`src/rtl/mcycle_unit.sv`:
```
// mcycle_unit: iterative shift-add multiply / restoring divide with pipeline stall
`timescale 1ns/1ps
module mcycle_unit #(
    parameter int WIDTH = 32
) (
    input  logic             CLK,
    input  logic             Reset,
    input  logic             Start,
    input  logic [1:0]       MOp,
    input  logic [WIDTH-1:0] Operand1,
    input  logic [WIDTH-1:0] Operand2,
    output logic [WIDTH-1:0] Result1,
    output logic [WIDTH-1:0] Result2,
    output logic             Busy,
    output logic             Done
);
    localparam int CW = $clog2(WIDTH);

    typedef enum logic [1:0] {IDLE, COMPUTE, DONE} state_t;

    state_t             state, state_nxt;
    logic [CW-1:0]      count;
    logic [2*WIDTH:0]   acc, acc_nxt;
    logic [WIDTH-1:0]   b;
    logic               is_div, neg_q, neg_r;
    logic               load, last, sgn;
    logic [WIDTH-1:0]   abs1, abs2;
    logic [WIDTH:0]     sum, shifted;
    logic [WIDTH+1:0]   diff;
    logic [2*WIDTH-1:0] prod;
    logic [WIDTH-1:0]   quo, rem, r1_fin, r2_fin;

    assign last = count == CW'(WIDTH-1);
    assign Busy = load | (state == COMPUTE);
    assign Done = state == DONE;

    // state register; reset discards any in-flight operation
    always_ff @(posedge CLK or negedge Reset) begin
        if (!Reset) state <= IDLE;
        else        state <= state_nxt;
    end

    // next state; a start is accepted from IDLE or straight out of DONE
    always_comb begin
        state_nxt = state;
        load      = 1'b0;
        case (state)
            IDLE:    begin state_nxt = Start ? COMPUTE : IDLE; load = Start; end
            COMPUTE: state_nxt = last ? DONE : COMPUTE;
            DONE:    begin state_nxt = Start ? COMPUTE : IDLE; load = Start; end
            default: state_nxt = IDLE;
        endcase
    end

    // operand magnitudes, one iteration step, and sign-fixed final results
    always_comb begin
        sgn     = MOp[0];
        abs1    = (sgn & Operand1[WIDTH-1]) ? -Operand1 : Operand1;
        abs2    = (sgn & Operand2[WIDTH-1]) ? -Operand2 : Operand2;
        sum     = acc[2*WIDTH:WIDTH] + {1'b0, b};
        shifted = acc[2*WIDTH-1:WIDTH-1];
        diff    = {1'b0, shifted} - {2'b00, b};
        acc_nxt = is_div ? (diff[WIDTH+1] ? {shifted, acc[WIDTH-2:0], 1'b0}
                                          : {diff[WIDTH:0], acc[WIDTH-2:0], 1'b1})
                         : {1'b0, acc[0] ? sum : acc[2*WIDTH:WIDTH], acc[WIDTH-1:1]};
        prod    = neg_q ? -acc_nxt[2*WIDTH-1:0] : acc_nxt[2*WIDTH-1:0];
        quo     = acc_nxt[WIDTH-1:0];
        rem     = acc_nxt[2*WIDTH-1:WIDTH];
        r1_fin  = is_div ? ((b == '0) ? '1 : (neg_q ? -quo : quo)) : prod[WIDTH-1:0];
        r2_fin  = is_div ? (neg_r ? -rem : rem) : prod[2*WIDTH-1:WIDTH];
    end

    // operand latch, iteration datapath, result registers
    always_ff @(posedge CLK or negedge Reset) begin
        if (!Reset) begin
            acc     <= '0;
            b       <= '0;
            is_div  <= 1'b0;
            neg_q   <= 1'b0;
            neg_r   <= 1'b0;
            count   <= '0;
            Result1 <= '0;
            Result2 <= '0;
        end else if (load) begin
            acc    <= {{(WIDTH+1){1'b0}}, MOp[1] ? abs1 : abs2};
            b      <= MOp[1] ? abs2 : abs1;
            is_div <= MOp[1];
            neg_q  <= sgn & (Operand1[WIDTH-1] ^ Operand2[WIDTH-1]);
            neg_r  <= sgn & Operand1[WIDTH-1];
            count  <= '0;
        end else if (state == COMPUTE) begin
            acc   <= acc_nxt;
            count <= count + 1'b1;
            if (last) begin
                Result1 <= r1_fin;
                Result2 <= r2_fin;
            end
        end
    end
endmodule

```
`config.mk`:
```
export PLATFORM = sky130hd
export DESIGN_NAME = mcycle_unit
export DESIGN_NICKNAME = d
export VERILOG_FILES = /design/src/rtl/mcycle_unit.sv
export SDC_FILE = /design/constraint.sdc
export NUM_CORES = 1
export LEC_CHECK = 0
export ABC_AREA = 1
export BUFFER_PORTS_ARGS = -buffer_cell sky130_fd_sc_hd__buf_2
export CELL_PAD_IN_SITES_DETAIL_PLACEMENT = 1
export CELL_PAD_IN_SITES_GLOBAL_PLACEMENT = 1
export CORE_MARGIN = 5
export CORE_UTILIZATION = 40
export CTS_BUF_LIST = sky130_fd_sc_hd__clkbuf_4 sky130_fd_sc_hd__clkbuf_8
export CTS_CLUSTER_SIZE = 25
export DETAILED_ROUTE_END_ITERATION = 10
export PLACE_DENSITY = 0.89
export SYNTH_ARGS = -nofsm -noshare
export SYNTH_HDL_FRONTEND = slang
export SYNTH_SLANG_ARGS = --single-unit
```
`constraint.sdc`:
```
create_clock -name CLK -period 3.45 [get_ports CLK]
set_input_delay 0.8625 -clock CLK [delete_from_list [all_inputs] [get_ports CLK]]
set_output_delay 0.8625 -clock CLK [all_outputs]
set_load 0.02 [all_outputs]
```
==> results.cfg <==
[grt]
grt_max_degree = 71
antenna_found_initial = 2
grt_pass1_wl_mm = 142
grt_pass1_vias = 24689
gr-total-overflow = 0
grtUsageTotal = 0.385

[worst_setup_path]
cp_common_cell = nand2_1
path_class = flop to flop
start_kind = flop
critPathTopFamily = simple AND/OR/NAND/NOR gates
cp_data_arrival_time_ns = 4.42
critPathBufInv = 4
crit_chain = buf_4 > ha_2 > buf_4 > nand3_1 > nand3_1 > buf_4 > nand2_1 > nand3_1 > o211ai_1 > nand2_1 > nor2_2 > nand2_1 > nor2_1 > buf_4 > nand2_1 > nand2_1 > nand2_1 > nor2_2 > nand2_1 > nand2_1 > nand2_1 > nand3_1 > nand2_1
cpPeakStageDelay_ns = 0.50
end_kind = flop
cp_slowest_cell = o211ai_1
worstPathMaxFanout = 4
required_ns = 3.90

[synth]
synth_cell_types = 66
synth-seq-area-share = 0.241
synth_edf_count = 0
synthMuxAreaShare = 0
async_reset_ff_frac = 1.00
ys_warn_count = 0
avgSynthCellArea_um2 = 6.01
ys.flop_type = dfrtp_1
syn_inst = 2953
ys_ff_latch = 171
yosys.area_share.xor_xnor = 0.0419
synth_adder_area_share = 0.0516
synth_compound_area_frac = 0.144
syn_nets = 3094
netlist_area_mm2 = 0.0178
synthSimpleGateAreaFrac = 0.390
synth_top_family_by_area = simple AND/OR/NAND/NOR gates

[job]
max_cap_violations = 0

[status]
violations = setup timing
status = finished with violations

[sta]
timing.slew.headroom = 0.114
period_minus_slack_ns = 3.96
tightestPinTransition_ns = 1.32
rsz0062_at_grt = yes
drv_slew = 0
hold_viol_final = 0
setup_ws_ns = -0.513
clock_skew_ns = 0.0309
finalSetupViolCount = 34
finalCritPeriodShare = 1.15
fmax_mhz = 252

[clock_tree]
htreeDepth = 4
clk_latency_ns = 0.59
clkSinkCount = 171
cts_tree = done
clkTransAtPathRegs_ns = 0.10
clockRootBuffer = clkbuf_8
clock_path_buffers = 2
cts_made_buffers = 17

[place]
portBuffers = 134
placed_cell_area_mm2 = 0.0222
gp_congestion = 1.01
hpwl_mm = 76.3
pre_cts_ws_ns = -0.629

[finish]
utilization = 0.549
areaGrowthSynthToFinish_pct = 36.1
layout.nets = 3663
nFillCells = 6092
drive_gt1_frac = 0.283
stdcell_area_mm2 = 0.0242
regArea_mm2 = 0.00429
antenna_cells = 0
multiInputGateArea_mm2 = 0.0123

[die]
die_h_um = 221
die_x_um = 221
pin_count = 135
die_area_mm2 = 0.0487
num_rows = 77
start_util = 0.403
fp.coreArea_mm2 = 0.0440

[detailed_routing]
wl_per_cell_um = 24.1
drc_errors = 0
num_vias = 23898
vias_per_cell = 5.79
drt_wl_total_mm = 99.6
drt_iter0_drc = 2086
firstDrtPassIters = 6
drtAntennaViolNets = 0

[worst_hold_path]
worstHoldPathType = input port to async pin
[synthesized netlist by cell type, types with 7 or more instances]
cell type | count | share of area
nor2_2 | 26 | 0.0092
o21ai_2 | 8 | 0.0039
o221ai_1 | 21 | 0.010
xor2_1 | 65 | 0.032
nand3_1 | 233 | 0.066
o21bai_1 | 7 | 0.0030
o21ai_0 | 102 | 0.029
a22oi_1 | 27 | 0.011
or2_2 | 8 | 0.0028
nand2_2 | 9 | 0.0032
o211ai_1 | 26 | 0.011
nor4_1 | 12 | 0.0042
a2bb2oi_1 | 8 | 0.0039
xnor2_1 | 20 | 0.0099
buf_1 | 11 | 0.0023
o21ai_1 | 22 | 0.0062
nand4_1 | 53 | 0.019
nand2_1 | 958 | 0.20
nor2_1 | 247 | 0.052
inv_1 | 481 | 0.10
a21oi_1 | 110 | 0.031
o32ai_1 | 8 | 0.0039
buf_6 | 10 | 0.0063
nand3b_1 | 8 | 0.0034
nor3_1 | 37 | 0.010
o22ai_1 | 32 | 0.011
ha_1 | 70 | 0.049
buf_2 | 19 | 0.0054
dfrtp_1 | 171 | 0.24
clkbuf_1 | 46 | 0.0097
inv_2 | 18 | 0.0038
[cell type report]
type                            count  share of cell area
Clock buffer                       19              0.0106
Clock inverter                     13             0.00445
Inverter                          503              0.0785
Multi-Input combinational cell   2190               0.508
Sequential cell                   171               0.177
Tap cell                          592              0.0307
Timing Repair Buffer              639               0.190
[cell families (layout without fill, tap and decap cells)]
group / Yosys count / in the layout
AO/OA/AOI/OAI: 409 / 409
XOR/XNOR: 85 / 85
adder cells (fa/ha/maj): 72 / 72
buffers and inverters: 592 / 1174
flip-flops: 171 / 171
AND/OR/NAND/NOR: 1624 / 1624
[registers in the layout, indices dropped and copies added, names as in the netlist]
name / count
Result2: 32
neg_r: 1
is_div: 1
neg_q: 1
b: 32
Result1: 32
acc: 65
state: 2
count: 5
[path summary, 6_finish.rpt]
path	from	to	slack, ns	depth (start not counted)
setup / recovery	acc[32]	Result2[21]	-0.51	23
hold / removal	Reset	Result1[9]	0.20	1
setup reg to reg	acc[32]	Result2[21]	-0.51	23
hold reg to reg	Result2[26]	Result2[26]	0.48	2
max in group asynchronous	Reset	acc[57]	2.41	2
min in group CLK	Result2[26]	Result2[26]	0.48	2
[layout by cell type (no fill, tap or decap), types with 18 or more instances in the layout]
cell type	instances
nand3_1	207
nand2_2	73
nor3_1	34
a22oi_1	26
nor2_4	19
inv_1	452
o21ai_0	89
nand2_1	884
o211ai_1	26
nand3_2	26
buf_4	487
nor2_2	47
buf_2	133
xor2_1	65
inv_2	46
ha_4	30
clkbuf_8	18
nand4_1	53
o221ai_1	21
dfrtp_1	167
a21oi_1	101
xnor2_1	20
nor2_1	212
o21ai_1	26
ha_1	34
o22ai_1	32
[metal layers]
metal  global-route usage  part of all wire
met1                0.446              0.37
met5                    0          0.000070
met4                0.286              0.10
met3               0.0560             0.068
met2                0.647              0.46
[timing repair]
item,CTS,global route
hold buffers,0,0
endpoints found under the setup margin,36,49
resized for setup,80,209
pin swaps,27,62
buffers inserted,25,40
[through the flow]
step           instances  hold slack [ns]  TNS, ns
2_1_floorplan       2953            0.434        0
3_3_place_gp        4034            0.452    -6.00
3_5_place_dp        4034            0.461   -15.46
4_1_cts             4091            0.215    -7.99
5_1_grt             4127            0.206   -16.36
6_report            4127            0.201   -11.36
Power is not shown: default switching activity piles up to over one toggle a cycle in this logic, so the estimate is an artifact.
